$ cat src/rtl/vga_box_painter.sv
// Pixel-colour generator: up to NUM_BOXES prioritised filled rectangles with optional per-frame bounce.
// Two-stage pipeline: per-box hit vector, then priority-selected colour and hit index.
module vga_box_painter #(
    parameter int NUM_BOXES = 4,
    parameter int COORD_W   = 10,
    parameter int COLOR_W   = 10,
    parameter int H_ACTIVE  = 640,
    parameter int V_ACTIVE  = 480,
    parameter int BG_R      = 1,
    parameter int BG_G      = 3,
    parameter int BG_B      = 7
) (
    input  logic               iCLK,
    input  logic               iRST,
    input  logic [COORD_W-1:0] iX,
    input  logic [COORD_W-1:0] iY,
    input  logic               iFrame_Start,
    input  logic               iWr_En,
    input  logic [3:0]         iWr_Box,
    input  logic [2:0]         iWr_Addr,
    input  logic [15:0]        iWr_Data,
    output logic [COLOR_W-1:0] oRed,
    output logic [COLOR_W-1:0] oGreen,
    output logic [COLOR_W-1:0] oBlue,
    output logic               oHit,
    output logic [3:0]         oHit_Idx
);
    localparam int MW = COORD_W + 4;
    localparam logic [COORD_W-1:0] H_LIM = COORD_W'(H_ACTIVE);
    localparam logic [COORD_W-1:0] V_LIM = COORD_W'(V_ACTIVE);

    logic [COORD_W-1:0]        x_q [NUM_BOXES], x_d [NUM_BOXES];
    logic [COORD_W-1:0]        y_q [NUM_BOXES], y_d [NUM_BOXES];
    logic [COORD_W-1:0]        w_q [NUM_BOXES], w_d [NUM_BOXES];
    logic [COORD_W-1:0]        h_q [NUM_BOXES], h_d [NUM_BOXES];
    logic [COLOR_W-1:0]        r_q [NUM_BOXES], r_d [NUM_BOXES];
    logic [COLOR_W-1:0]        g_q [NUM_BOXES], g_d [NUM_BOXES];
    logic [COLOR_W-1:0]        b_q [NUM_BOXES], b_d [NUM_BOXES];
    logic signed [3:0]         dx_q[NUM_BOXES], dx_d[NUM_BOXES];
    logic signed [3:0]         dy_q[NUM_BOXES], dy_d[NUM_BOXES];
    logic [NUM_BOXES-1:0]      en_q, en_d, mv_q, mv_d;
    logic [MW-1:0]             mvx_s[NUM_BOXES], mvy_s[NUM_BOXES];
    logic [NUM_BOXES-1:0]      hit_q, hit_d;
    logic [COLOR_W-1:0]        red_q, red_d, green_q, green_d, blue_q, blue_d;
    logic                      ohit_q, ohit_d;
    logic [3:0]                idx_q, idx_d;

    // Negating -8 has no 4-bit representation, so it saturates to +7.
    function automatic logic signed [3:0] neg_sat(input logic signed [3:0] v);
        logic signed [3:0] res;
        if (v == 4'sb1000) res = 4'sb0111;
        else               res = -v;
        return res;
    endfunction

    // Returns {new_velocity, new_position} for one axis, reflecting off 0 and limit.
    function automatic logic [MW-1:0] move_axis(input logic [COORD_W-1:0] pos,
                                                 input logic [COORD_W-1:0] size,
                                                 input logic signed [3:0]  vel,
                                                 input logic [COORD_W-1:0] limit);
        logic signed [COORD_W+1:0] np;
        logic signed [COORD_W+1:0] far;
        logic [MW-1:0]             res;
        np  = $signed({2'b00, pos}) + $signed({{(COORD_W-2){vel[3]}}, vel});
        far = np + $signed({2'b00, size});
        if (np[COORD_W+1])                      res = {neg_sat(vel), {COORD_W{1'b0}}};
        else if (far > $signed({2'b00, limit})) res = {neg_sat(vel), limit - size};
        else                                    res = {vel, np[COORD_W-1:0]};
        return res;
    endfunction

    function automatic logic [COORD_W-1:0] clamp(input logic [15:0] d, input logic [COORD_W-1:0] lim);
        logic [COORD_W-1:0] res;
        if (d > {{(16-COORD_W){1'b0}}, lim}) res = lim;
        else                                 res = d[COORD_W-1:0];
        return res;
    endfunction

    // Candidate motion results for every box, used only on iFrame_Start.
    always_comb begin
        for (int i = 0; i < NUM_BOXES; i++) begin
            mvx_s[i] = move_axis(x_q[i], w_q[i], dx_q[i], H_LIM);
            mvy_s[i] = move_axis(y_q[i], h_q[i], dy_q[i], V_LIM);
        end
    end

    // Register-file next state: motion first, then a same-cycle write overrides its field.
    always_comb begin
        logic [3:0] wr_sel;
        en_d = en_q;
        mv_d = mv_q;
        for (int i = 0; i < NUM_BOXES; i++) begin
            w_d[i] = w_q[i];
            h_d[i] = h_q[i];
            r_d[i] = r_q[i];
            g_d[i] = g_q[i];
            b_d[i] = b_q[i];
            if (iFrame_Start && en_q[i] && mv_q[i]) begin
                x_d[i]  = mvx_s[i][COORD_W-1:0];
                dx_d[i] = mvx_s[i][MW-1:COORD_W];
                y_d[i]  = mvy_s[i][COORD_W-1:0];
                dy_d[i] = mvy_s[i][MW-1:COORD_W];
            end else begin
                x_d[i]  = x_q[i];
                dx_d[i] = dx_q[i];
                y_d[i]  = y_q[i];
                dy_d[i] = dy_q[i];
            end
            wr_sel = {iWr_En && (iWr_Box == 4'(i)), iWr_Addr};
            case (wr_sel)
                4'b1000: x_d[i] = iWr_Data[COORD_W-1:0];
                4'b1001: y_d[i] = iWr_Data[COORD_W-1:0];
                4'b1010: w_d[i] = clamp(iWr_Data, H_LIM);
                4'b1011: h_d[i] = clamp(iWr_Data, V_LIM);
                4'b1100: r_d[i] = iWr_Data[COLOR_W-1:0];
                4'b1101: g_d[i] = iWr_Data[COLOR_W-1:0];
                4'b1110: b_d[i] = iWr_Data[COLOR_W-1:0];
                4'b1111: begin
                    en_d[i] = iWr_Data[0];
                    mv_d[i] = iWr_Data[1];
                    dx_d[i] = iWr_Data[7:4];
                    dy_d[i] = iWr_Data[11:8];
                end
                default: wr_sel = 4'b0000;
            endcase
        end
    end

    // Stage 1: per-box hit test; sums carry one extra bit so they never wrap.
    always_comb begin
        for (int i = 0; i < NUM_BOXES; i++) begin
            hit_d[i] = en_q[i]
                && ({1'b0, iX} >= {1'b0, x_q[i]}) && ({1'b0, iX} < ({1'b0, x_q[i]} + {1'b0, w_q[i]}))
                && ({1'b0, iY} >= {1'b0, y_q[i]}) && ({1'b0, iY} < ({1'b0, y_q[i]} + {1'b0, h_q[i]}));
        end
    end

    // Stage 2: lowest-index hitting box wins, otherwise background.
    always_comb begin
        logic found;
        found   = 1'b0;
        red_d   = COLOR_W'(BG_R);
        green_d = COLOR_W'(BG_G);
        blue_d  = COLOR_W'(BG_B);
        ohit_d  = 1'b0;
        idx_d   = 4'd0;
        for (int i = 0; i < NUM_BOXES; i++) begin
            if (hit_q[i] && !found) begin
                found   = 1'b1;
                red_d   = r_q[i];
                green_d = g_q[i];
                blue_d  = b_q[i];
                ohit_d  = 1'b1;
                idx_d   = 4'(i);
            end else begin
                found = found;
            end
        end
    end

    // State and pipeline registers with synchronous reset.
    always_ff @(posedge iCLK) begin
        if (iRST) begin
            for (int i = 0; i < NUM_BOXES; i++) begin
                x_q[i]  <= {COORD_W{1'b0}};
                y_q[i]  <= {COORD_W{1'b0}};
                w_q[i]  <= {COORD_W{1'b0}};
                h_q[i]  <= {COORD_W{1'b0}};
                r_q[i]  <= {COLOR_W{1'b0}};
                g_q[i]  <= {COLOR_W{1'b0}};
                b_q[i]  <= {COLOR_W{1'b0}};
                dx_q[i] <= 4'sb0000;
                dy_q[i] <= 4'sb0000;
            end
            en_q    <= {NUM_BOXES{1'b0}};
            mv_q    <= {NUM_BOXES{1'b0}};
            hit_q   <= {NUM_BOXES{1'b0}};
            red_q   <= COLOR_W'(BG_R);
            green_q <= COLOR_W'(BG_G);
            blue_q  <= COLOR_W'(BG_B);
            ohit_q  <= 1'b0;
            idx_q   <= 4'd0;
        end else begin
            x_q     <= x_d;
            y_q     <= y_d;
            w_q     <= w_d;
            h_q     <= h_d;
            r_q     <= r_d;
            g_q     <= g_d;
            b_q     <= b_d;
            dx_q    <= dx_d;
            dy_q    <= dy_d;
            en_q    <= en_d;
            mv_q    <= mv_d;
            hit_q   <= hit_d;
            red_q   <= red_d;
            green_q <= green_d;
            blue_q  <= blue_d;
            ohit_q  <= ohit_d;
            idx_q   <= idx_d;
        end
    end

    assign oRed     = red_q;
    assign oGreen   = green_q;
    assign oBlue    = blue_q;
    assign oHit     = ohit_q;
    assign oHit_Idx = idx_q;
endmodule

$ cat config.mk
export PLATFORM = sky130hd
export DESIGN_NAME = vga_box_painter
export DESIGN_NICKNAME = d
export VERILOG_FILES = /design/src/rtl/vga_box_painter.sv
export SDC_FILE = /design/constraint.sdc
export NUM_CORES = 1
export LEC_CHECK = 0
export BUFFER_PORTS_ARGS = -buffer_cell sky130_fd_sc_hd__buf_2
export CAP_MARGIN = 20
export CORE_MARGIN = 2
export CORE_UTILIZATION = 40
export DETAILED_ROUTE_END_ITERATION = 10
export PLACE_DENSITY = 0.54
export RECOVER_POWER = 25
export SLEW_MARGIN = 25
export SYNTH_ARGS = -nofsm -noshare
export SYNTH_HDL_FRONTEND = slang
export SYNTH_SLANG_ARGS = --single-unit
$ cat constraint.sdc
create_clock -name iCLK -period 6 [get_ports iCLK]
set_clock_uncertainty 0.05 [all_clocks]
set_input_delay 1.2 -clock iCLK [delete_from_list [all_inputs] [get_ports iCLK]]
set_output_delay 1.2 -clock iCLK [all_outputs]
set_load 0.02 [all_outputs]
==> results of run 1 <==
[layout by cell type, fill, tap and decap left out, types with 41 or more instances in the layout]
cell type / netlist / layout
a21oi_1: 436 / 435
ha_1: 424 / 424
nor2_1: 393 / 391
dfxtp_1: 357 / 355
nand2_1: 285 / 285
inv_1: 201 / 201
nand3_1: 164 / 163
xnor2_1: 153 / 153
nor3_1: 127 / 126
mux2i_1: 117 / 117
a21o_1: 115 / 115
o21ai_0: 110 / 110
o22ai_1: 83 / 83
xor2_1: 81 / 81
a211oi_1: 74 / 73
and3_1: 46 / 46
nand2b_1: 44 / 44
clkbuf_16: 0 / 44
buf_2: 3 / 44
o21bai_1: 42 / 42
buf_4: 5 / 42
clkbuf_1: 149 / 41
[how the worst min path moves through the flow]
stage	startpoint	endpoint	slack (ns)	depth (start not counted)
finish	b_q[20]$_SDFFE_PP0N_	b_q[20]$_SDFFE_PP0N_	0.40	2
floorplan	b_q[20]$_SDFFE_PP0N_	b_q[20]$_SDFFE_PP0N_	0.39	2
CTS	b_q[32]$_SDFFE_PP0N_	b_q[32]$_SDFFE_PP0N_	0.40	2
global route	r_q[19]$_SDFFE_PP0N_	r_q[19]$_SDFFE_PP0N_	0.42	2
detailed placement	b_q[32]$_SDFFE_PP0N_	b_q[32]$_SDFFE_PP0N_	0.40	2
global placement	g_q[23]$_SDFFE_PP0N_	g_q[23]$_SDFFE_PP0N_	0.39	2
[cell families after synthesis]
group           Yosys count  synth area share
simple gates           1231             0.188
compound gates         1134             0.235
fa+ha+maj               448             0.189
buf+inv                 373            0.0466
flops                   357             0.234
xor+xnor                234            0.0671
mux                     119            0.0391
other cells               1          0.000123
[tightest hold or removal path, stage by stage, from the launching register on]
cell,delay (ns)
dfxtp_1,0.31
nand2_1,0.05
a21oi_1,0.05
[state kept, by name, summed over array words and instances, names as in the netlist]
name	flops
r_q	40
y_q	40
oBlue	10
g_q	40
en_q	4
oRed	10
oHit	1
w_q	40
h_q	40
oHit_Idx	2
x_q	40
hit_q	4
dx_q	16
b_q	40
dy_q	16
oGreen	10
mv_q	4
[stage by stage]
step | hold WS, ns | utilization | std cells
floorplan | 0.386 | - | 3898
global placement | 0.392 | 0.421 | 4828
detailed placement | 0.397 | 0.421 | 4828
CTS | 0.405 | 0.442 | 4906
global route | 0.419 | 0.441 | 4906
finish | 0.405 | 0.441 | 4906
[report_power, final]
part	total (mW)	leakage, nW	switching (mW)	internal (mW)
Combinational	0.403	10.4	0.289	0.114
Sequential	2.38	2.88	0.00612	2.37
Clock	2.93	0.769	1.17	1.75
[metal layers]
layer  vias to the layer above  GRT usage  routed length (microns)
li1                      14159          -                        -
met1                     13486      0.362                    48300
met2                       742      0.402                    44400
met3                       118     0.0293                     5620
met4                         6     0.0561                     2100
met5                         -          0                       23
[cell type report]
type                       instances  area, sq um  share of cell area
inverter                         202          758              0.0227
clock buffer                      54         1180              0.0353
multi-input combinational       3168        22000               0.659
tap                              978         1220              0.0366
sequential                       357         7150               0.214
clock inverter                    24          392              0.0117
timing repair buffer             123          687              0.0206
==> metrics.csv, run 1 <==
stage;metric;value;unit
outcome;status;complete, but fails checks;
outcome;violations;capacitance limit, slew limit;
clock_network;cts_hold_buf;0;
setup_path;worst-path-max-fanout;162;
setup_path;timing.rr.end;x_q[23]$_SDFFE_PP0P_;
global_routing;grt_max_degree;163;
setup_path;worstPathCellList;buf_8, clkbuf_2, nor2b_1, a221o_1;
cells_and_area;final_area;33400;sq um
timing;setup-violations-final;0;
power;peakVddDrop;0.191;mV
place;place.gp.congestion;0.879;
setup_path;critical_path_class;primary input to flip-flop;
power;p_total;5.71;mW
place;dpl_cell_area;31900;sq um
cells_and_area;diodes;0;
drt;vias;28511;
die;core_area;75700;sq um
setup_path;cp-startpoint;iRST;
timing;final.period_utilization;0.858;
die;die_area;78600;sq um
setup_path;startpoint_type;primary input;
setup_path;crit_family;buffers and inverters;
clock_network;clk-insertion-delay-late;0.61;ns
global_routing;grtUsageTotal;0.252;
global_routing;gr-total-overflow;0;
timing;relSlewSlack;-1.25;
clock_network;cts_root_buffer;clkbuf_16;
clock_network;clk_pin_slew;0.06;ns
timing;rsz0062_at_grt;no;
yosys;synth_common_cells;a21oi_1 (436), ha_1 (424), nor2_1 (393);
yosys;yosys_warnings;0;
yosys;ys.flop_type;dfxtp_1;
yosys;synth_cell_types;85;
yosys;synthTopCellsByArea;dfxtp_1 (23%), ha_1 (17%), a21oi_1 (7.1%);
clock_network;clkSinkCount;357;
setup_path;crit_slowest_cell;clkbuf_2;
drt;dr.pass1.iters;5;
cells_and_area;fillers;7627;
die;dieHeight;280;microns
setup_path;crit_path_end_kind;flip-flop;
place;place_ws;1.38;ns
drt;routed_via_density;5.81;
place;portBuffers;79;
timing;fin_ws;0.850;ns
yosys;synth.most_common_cell;a21oi_1;
clock_network;cts_setup_buffers;0;
setup_path;rr_startpoint;dx_q[8]$_SDFFE_PP0P_;
cells_and_area;nets;4391;
yosys;syn_area;30500;sq um
cells_and_area;area_growth;9.45;%
flow_run;cap_violations;2;
global_routing;grt_pass1_wl;157;mm
timing;fin_setup_tns;0;ns
die;die_w;280;microns
yosys;avgSynthCellArea;7.83;sq um
yosys;synth.top_cell.area_share;0.234;
place;dp_hpwl;71.5;mm
drt;drc;0;
die;fp-row-count;101;
yosys;synth_edf_count;0;
setup_path;reg2reg_depth;18;
cells_and_area;drive_above_1_share;0.0514;
yosys;synthArstFlopShare;0;
setup_path;r2r_slack;1.25;ns
die;start_util;0.403;
drt;drtIter0Drc;2262;
hold_path;hold_path_class;flip-flop to flip-flop;
clock_network;post_cts_resized;0;
setup_path;path_depth;4;
clock_network;cts_tree;built;
drt;drtAntennaViolNets;0;
yosys;syn_inst;3897;
timing;hold_violations;0;
timing;fmax;194;MHz
power;power_density;171;nW/um^2
yosys;ys_seq_area_frac;0.234;
clock_network;numCtsBuffers;44;
drt;detail_route.wl_per_cell;20.5;microns
global_routing;antenna_found_initial;5;
setup_path;crit_buf_inv;2;
timing;period_needed;5.15;ns
setup_path;arrival;5.58;ns
yosys;synth.largest_area_cell;dfxtp_1;
clock_network;cts.htree.levels;2;
die;io_pins;82;
clock_network;clock_path_buffers;3;
yosys;synth_seq_cells;357;
global_routing;first_global_vias;26930;
setup_path;cp.required;6.43;ns
setup_path;crit_path_end;dy_q[13]$_SDFFE_PP0P_;
timing;drv_slew;228;
timing;tightestPinTransition;3.38;ns
drt;wirelength;101;mm
power;p_leak;14.1;nW
setup_path;cpPeakStageDelay;2.38;ns
No activity file was read; power rests on OpenSTA's default activity.
==> inputs of run 2 (changes only) <==
--- a/config.mk
+++ b/config.mk
@@ -8,9 +8,10 @@
 export BUFFER_PORTS_ARGS = -buffer_cell sky130_fd_sc_hd__buf_2
 export CAP_MARGIN = 20
 export CORE_MARGIN = 2
-export CORE_UTILIZATION = 40
+export CORE_UTILIZATION = 45
 export DETAILED_ROUTE_END_ITERATION = 10
-export PLACE_DENSITY = 0.54
+export HOLD_SLACK_MARGIN = 0.03
+export PLACE_DENSITY = 0.6
 export RECOVER_POWER = 25
 export SLEW_MARGIN = 25
 export SYNTH_ARGS = -nofsm -noshare
==> run 2 against run 1 <==
The run still ends with capacitance limit, slew limit left. Critical path depth increased by 14. Register-to-register slack improved by 0.02 ns. Worst hold slack is essentially flat. Largest power group unchanged. Highest routed layer unchanged.
==> metrics.csv, run 2 (synthesis results as in run 1) <==
stage;metric;value;unit;change
cells_and_area;multi_input_area;22000;sq um;about the same
global_routing;grt_max_degree;134;;-18%
clock_network;numCtsBuffers;43;;-2.3%
power;peakVddDrop;0.255;mV;+33%
cells_and_area;mostFrequentLayoutCells;a21oi_1 (436), ha_1 (424), nor2_1 (389);;
global_routing;grt_pass1_wl;152;mm;-2.9%
die;fp-row-count;95;;-5.9%
power;p_total;5.63;mW;-1.5%
timing;fin_setup_tns;0;ns;unchanged
timing;fmax;211;MHz;+8.9%
power;p_sw_frac;0.263;;+0.00600
power;p_sw;1.48;mW;+0.78%
clock_network;cts.htree.levels;2;;unchanged
outcome;violations;capacitance limit, slew limit;;
clock_network;clk_pin_slew;0.06;ns;about the same
place;dp_hpwl;68.7;mm;-3.9%
cells_and_area;area_growth;8.84;%;
cells_and_area;seqCellArea;7150;sq um;about the same
timing;hold_violations;0;;unchanged
timing;drv_slew;100;;-56%
cells_and_area;diodes;0;;unchanged
clock_network;cts_hold_buf;0;;unchanged
setup_path;cp.required;6.41;ns;-0.02 ns
drt;detail_route.wl_per_cell;20.2;microns;-1.6%
die;die_w;264;microns;-5.6%
timing;tightestPinTransition;3.05;ns;-0.330 ns
global_routing;grtUsageTotal;0.271;;+0.0190
setup_path;reg2reg_depth;18;;unchanged
cells_and_area;drive_above_1_share;0.0509;;-0.000535
flow_run;cap_violations;2;;unchanged
timing;relSlewSlack;-1.03;;+0.220
place;place.gp.congestion;0.893;;+1.6%
clock_network;post_cts_resized;0;;unchanged
drt;dr.pass1.iters;5;;unchanged
clock_network;clkSinkCount;357;;unchanged
hold_path;holdPathStages;2;;unchanged
drt;drtIter0Drc;2025;;-10%
setup_path;timing.rr.end;x_q[20]$_SDFFE_PP0P_;;
power;clock_power_share;0.506;;-0.007
power;internal_power;4.15;mW;-2.3%
power;p_leak;14.0;nW;-0.34%
drt;vias;28611;;+0.35%
clock_network;cts_setup_buffers;0;;unchanged
hold_path;worstHoldStart;g_q[24]$_SDFFE_PP0N_;;
setup_path;worst-path-max-fanout;10;;-94%
cells_and_area;postLayoutCoreUtil;0.495;;+0.0533
place;dpl_cell_area;31800;sq um;-0.41%
hold_path;hold_path_class;flip-flop to flip-flop;;
cells_and_area;mostFrequentLayoutCell;a21oi_1;;
place;place_ws;1.32;ns;-0.0586 ns
drt;drc;0;;unchanged
cells_and_area;nets;4391;;unchanged
global_routing;gr-total-overflow;0;;unchanged
drt;drtAntennaViolNets;0;;unchanged
setup_path;arrival;5.14;ns;-0.44 ns
place;portBuffers;79;;unchanged
timing;period_needed;4.73;ns;-0.421 ns
clock_network;cts_root_buffer;clkbuf_16;;
die;die_area;69900;sq um;-11%
hold_path;holdPathEnd;g_q[24]$_SDFFE_PP0N_;;
timing;fin_ws;1.27;ns;+0.421 ns
setup_path;startpoint_type;flip-flop;;
global_routing;antenna_found_initial;5;;unchanged
die;io_pins;82;;unchanged
die;dieHeight;264;microns;-5.6%
global_routing;first_global_vias;26607;;-1.2%
cells_and_area;final_area;33200;sq um;-0.56%
timing;final.period_utilization;0.788;;-0.0702
setup_path;critical_path_class;flip-flop to flip-flop;;
die;start_util;0.455;;+0.0513
drt;routed_via_density;5.96;;+2.5%
timing;rsz0062_at_grt;no;;
timing;setup-violations-final;0;;unchanged
clock_network;clock_path_buffers;3;;unchanged
drt;wirelength;96.9;mm;-3.6%
clock_network;clk-insertion-delay-late;0.61;ns;about the same
die;core_area;67200;sq um;-11%
power;power_density;169;nW/um^2;-0.96%
power;p_seq_frac;0.423;;+0.006
power;pwr-share-comb;0.071;;about the same
setup_path;crit_path_end_kind;flip-flop;;
clock_network;cts_tree;built;;
cells_and_area;fillers;6644;;-13%
setup_path;rr_startpoint;dx_q[8]$_SDFFE_PP0P_;;
setup_path;r2r_slack;1.27;ns;+0.02 ns
outcome;status;complete, but fails checks;;
## run 2: cell types whose count changed in the layout (fill, tap and decap cells not counted), sizes merged
cell,delta
inv,+3
buf,-2
clkbuf,+1
clkinvlp,+2
bufinv,-2
## run 2: layer usage
metal  vias to the layer above  track usage  wire length [microns]  part of all wire
li1                      14182            -                      -                 -
met1                     13509        0.384                  46300              0.48
met4                         6       0.0696                   2350             0.024
met2                       772        0.436                  42600              0.44
met3                       142       0.0330                   5500             0.057
met5                         -            0                     34           0.00035
## run 2: layout make-up
class,instances,share of cell area
Inverter,202,0.0228
Timing Repair Buffer,124,0.0210
Tap cell,873,0.0329
Multi-Input combinational cell,3168,0.662
Clock buffer,52,0.0346
Clock inverter,27,0.0113
Sequential cell,357,0.215
## run 2: worst max path at each step
stage	endpoint	from	slack, ns
2_1_floorplan	x_q[30]$_SDFFE_PP0P_	x_q[30]$_SDFFE_PP0P_	1.92
6_report	x_q[20]$_SDFFE_PP0P_	dx_q[8]$_SDFFE_PP0P_	1.27
3_3_place_gp	x_q[26]$_SDFFE_PP0P_	dx_q[8]$_SDFFE_PP0P_	1.41
3_5_place_dp	x_q[23]$_SDFFE_PP0P_	dx_q[8]$_SDFFE_PP0P_	1.32
4_1_cts	x_q[24]$_SDFFE_PP0P_	dx_q[8]$_SDFFE_PP0P_	1.30
5_1_grt	x_q[22]$_SDFFE_PP0P_	dx_q[8]$_SDFFE_PP0P_	0.81
## run 2: per-stage QoR
step | std cells | hold slack, ns
5_1_grt | 4803 | 0.420
2_1_floorplan | 3898 | 0.386
3_3_place_gp | 4724 | 0.392
3_5_place_dp | 4724 | 0.397
6_report | 4803 | 0.404
4_1_cts | 4803 | 0.405
## run 2: power by group through the flow
stage               Combinational [mW]  Clock (mW)  Sequential [mW]
floorplan                        0.221           0             2.43
global placement                 0.388           0             2.43
detailed placement               0.390           0             2.43
CTS                              0.393        2.89             2.38
global route                     0.431        2.97             2.38
finish                           0.397        2.85             2.38
## run 2: worst max-delay path, cell delays in order (launching register included)
cell,delay [ns]
dfxtp_1,0.40
ha_1,0.19
inv_1,0.06
fa_1,0.41
nor2b_1,0.13
o21ai_1,0.10
a211oi_1,0.33
nor3_1,0.11
xnor2_1,0.25
ha_1,0.30
a221oi_1,0.07
a31oi_1,0.18
o211ai_1,0.19
nor2b_1,0.18
o31ai_1,0.51
xor2_1,0.16
nor2_2,0.59
mux2i_1,0.26
o22ai_1,0.10
==> inputs of run 3 (changes only) <==
--- a/config.mk
+++ b/config.mk
@@ -5,6 +5,7 @@
 export SDC_FILE = /design/constraint.sdc
 export NUM_CORES = 1
 export LEC_CHECK = 0
+export ABC_AREA = 1
 export BUFFER_PORTS_ARGS = -buffer_cell sky130_fd_sc_hd__buf_2
 export CAP_MARGIN = 20
 export CORE_MARGIN = 2
==> constraint.sdc (replaced) <==
create_clock -name iCLK -period 4.4 [get_ports iCLK]
set_clock_uncertainty 0.05 [all_clocks]
set_input_delay 0.88 -clock iCLK [delete_from_list [all_inputs] [get_ports iCLK]]
set_output_delay 0.88 -clock iCLK [all_outputs]
set_load 0.02 [all_outputs]
==> run 3 against run 2 <==
The flow still finishes with violations (capacitance limit, slew limit). Sequential power up 37%. Maximum frequency up 17%. Routed wire length up 4.3%. First-iteration DRC count up 24%. Worst setup slack worse by 0.92 ns. Global-route usage up 0.88 points.
==> metrics.csv, run 3 <==
stage;metric;value;unit;change
clock_network;cts.htree.levels;2;;unchanged
yosys;synth_seq_cells;357;;unchanged
place;dp.cells;5574;;+18%
drt;drtAntennaViolNets;0;;unchanged
drt;dr.pass1.iters;6;;+1
cells_and_area;postLayoutCoreUtil;0.497;;+0.00217
global_routing;first_global_vias;28353;;+6.6%
timing;hold_violations;0;;unchanged
cells_and_area;diodes;0;;unchanged
setup_path;crit_slowest_cell;dfxtp_1;;
cells_and_area;mostFrequentLayoutCells;nand2_1 (973), inv_1 (679), a21oi_1 (524);;
hold_path;hold_path_class;flip-flop to flip-flop;;
yosys;synth.top_cell.area_share;0.228;;-0.00580
timing;drv_slew;27;;-73%
drt;vias;30701;;+7.3%
yosys;ys_seq_area_frac;0.228;;-0.00580
setup_path;arrival;4.52;ns;-0.62 ns
setup_path;worst-path-max-fanout;18;;+8
yosys;synth_common_cells;nand2_1 (974), inv_1 (682), a21oi_1 (524);;
power;peakVddDrop;0.307;mV;+20%
outcome;violations;capacitance limit, slew limit;;
setup_path;startpoint_type;flip-flop;;
place;dp_hpwl;75.6;mm;+9.9%
global_routing;grt_max_degree;89;;-34%
clock_network;clkSinkCount;357;;unchanged
timing;tightestPinTransition;1.76;ns;-1.29 ns
die;start_util;0.456;;+0.00105
yosys;avgSynthCellArea;6.75;sq um;-14%
drt;drtIter0Drc;2510;;+24%
die;io_pins;82;;unchanged
timing;period_needed;4.05;ns;-0.683 ns
cells_and_area;drive_above_1_share;0.0436;;-0.00725
die;die_area;71700;sq um;+2.5%
cells_and_area;area_growth;9.06;%;
yosys;syn_inst;4641;;+19%
place;place.gp.congestion;0.930;;+4.2%
setup_path;crit_buf_inv;5;;+4
cells_and_area;layout.cells.non_filler;5651;;+18%
yosys;syn_area;31300;sq um;+2.5%
drt;detail_route.wl_per_cell;17.9;microns;-11%
timing;setup-violations-final;0;;unchanged
yosys;synth.most_common_cell;nand2_1;;
timing;fin_setup_tns;0;ns;unchanged
clock_network;clock_path_buffers;3;;unchanged
yosys;ys.flop_type;dfxtp_1;;
clock_network;clk_pin_slew;0.06;ns;about the same
yosys;synthTopCellsByArea;dfxtp_1 (23%), ha_1 (17%), nand2_1 (12%);;
timing;relSlewSlack;-0.174;;+0.859
setup_path;critical_path_class;flip-flop to flip-flop;;
yosys;synth_cell_types;52;;-39%
clock_network;cts_root_buffer;clkbuf_16;;
yosys;synth.largest_area_cell;dfxtp_1;;
drt;wirelength;101;mm;+4.3%
yosys;synthArstFlopShare;0;;unchanged
outcome;status;complete, but fails checks;;
drt;drc;0;;unchanged
timing;fmax;247;MHz;+17%
flow_run;cap_violations;1;;-1
global_routing;antenna_found_initial;3;;-2
setup_path;critPathMostFrequentCell;inv_1;;
power;power_density;220;nW/um^2;+30%
clock_network;cts_tree;built;;
setup_path;crit_family;simple AND/OR/NAND/NOR gates;;
timing;rsz0062_at_grt;no;;
setup_path;cpPeakStageDelay;0.42;ns;-0.17 ns
place;portBuffers;79;;unchanged
die;fp-row-count;96;;+1.1%
clock_network;cts_hold_buf;0;;unchanged
global_routing;grt_pass1_wl;158;mm;+3.8%
timing;final.period_utilization;0.920;;+0.131
setup_path;cp.required;4.88;ns;-1.53 ns
cells_and_area;fillers;7124;;+7.2%
drt;routed_via_density;5.43;;-8.8%
die;die_w;268;microns;+1.2%
power;p_leak;16.3;nW;+17%
clock_network;clk-insertion-delay-late;0.61;ns;about the same
global_routing;grtUsageTotal;0.280;;+0.00883
setup_path;worstPathCellList;ha_1, inv_1, fa_1, inv_1, a21oi_1, o211ai_1, xor2_1, inv_1, ha_1, nand2_1, inv_1, a21oi_1, nand3_1, nand2_1, nand2_1, nand3_1, nor2_4, nor2_8, nand3_4, a21oi_4, buf_4, nor2_1, nor2_1;;
die;core_area;68700;sq um;+2.3%
clock_network;numCtsBuffers;43;;unchanged
yosys;yosys_warnings;0;;unchanged
yosys;synth_edf_count;0;;unchanged
timing;whs;0.424;ns;+0.0192 ns
cells_and_area;nets;5185;;+18%
die;dieHeight;268;microns;+1.2%
setup_path;crit_path_end_kind;flip-flop;;
cells_and_area;mostFrequentLayoutCell;nand2_1;;
global_routing;gr-total-overflow;0;;unchanged
==> run 3: changes by cell type after synthesis, moves of 69 or more <==
cell     delta
a21oi_1    +88
inv_1     +481
nand4_1    +70
nor2_1    -158
o21ai_0   +211
xnor2_1    -76
mux2i_1   -117
nand3_1    +97
a21o_1    -102
nor3_1     -69
nand2_1   +689
==> run 3: stage by stage <==
step / setup WS [ns] / total power [mW] / cell area [sq um]
after floorplan: 1.02 / 3.61 / 31300
after global placement: 0.388 / 3.83 / 32800
after detailed placement: 0.410 / 3.84 / 32800
after CTS: 0.370 / 7.57 / 34200
after global routing: 0.0103 / 7.75 / 34100
final: 0.354 / 7.51 / 34100
==> run 3: path summary, 6_finish.rpt <==
check / startpoint / to / slack [ns] / depth (start not counted)
setup / recovery: x_q[0]$_SDFFE_PP0P_ / dx_q[2]$_SDFFE_PP0P_ / 0.35 / 23
hold / removal: b_q[0]$_SDFFE_PP0N_ / oBlue[0]$_SDFF_PP1_ / 0.42 / 2
hold reg to reg: b_q[0]$_SDFFE_PP0N_ / oBlue[0]$_SDFF_PP1_ / 0.42 / 2
setup reg to reg: x_q[0]$_SDFFE_PP0P_ / dx_q[2]$_SDFFE_PP0P_ / 0.35 / 23
==> run 3: cells by family (layout without fill, tap and decap cells) <==
logic type | count (synthesis) | after routing | synth area share
AOI/OAI and AO/OA | 1118 | 1118 | 0.197
xor gates and xnor gates | 209 | 209 | 0.0585
adders and majority gates | 448 | 448 | 0.185
buffers and inverters | 824 | 902 | 0.101
DFF | 357 | 357 | 0.228
other | 1 | 2 | 0.000120
and+or+nand+nor | 1684 | 1684 | 0.231
==> run 3: layout make-up <==
type	instances	area [sq um]	share of cell area
clock buffer	58	1180	0.0346
tap	931	1160	0.0341
sequential	357	7150	0.209
clock inverter	17	275	0.00806
timing repair buffer	141	788	0.0231
multi-input combinational	3461	21000	0.615
inverter	686	2580	0.0756
==> run 3: per-layer routing <==
metal / up-vias / GRT usage / share of wire
met4: 2 / 0.0856 / 0.029
met1: 13969 / 0.394 / 0.48
met5: - / 0 / 0.00011
met3: 163 / 0.0371 / 0.066
met2: 893 / 0.444 / 0.43
li1: 15674 / - / -
==> run 3: tightest hold or removal path: stages (launching register included) <==
cell and delay (ns):
dfxtp_1 0.32, nand2_1 0.05, o211ai_1 0.07
==> run 3: repair_timing <==
action                     in CTS  in global routing
setup endpoints to repair       0                  7
setup buffers                   0                  2
resized for setup               0                  3
==> run 3: power breakdown <==
group | internal [mW] | switching [mW]
clock network | 2.20 | 1.54
logic | 0.149 | 0.372
registers | 3.24 | 0.0115
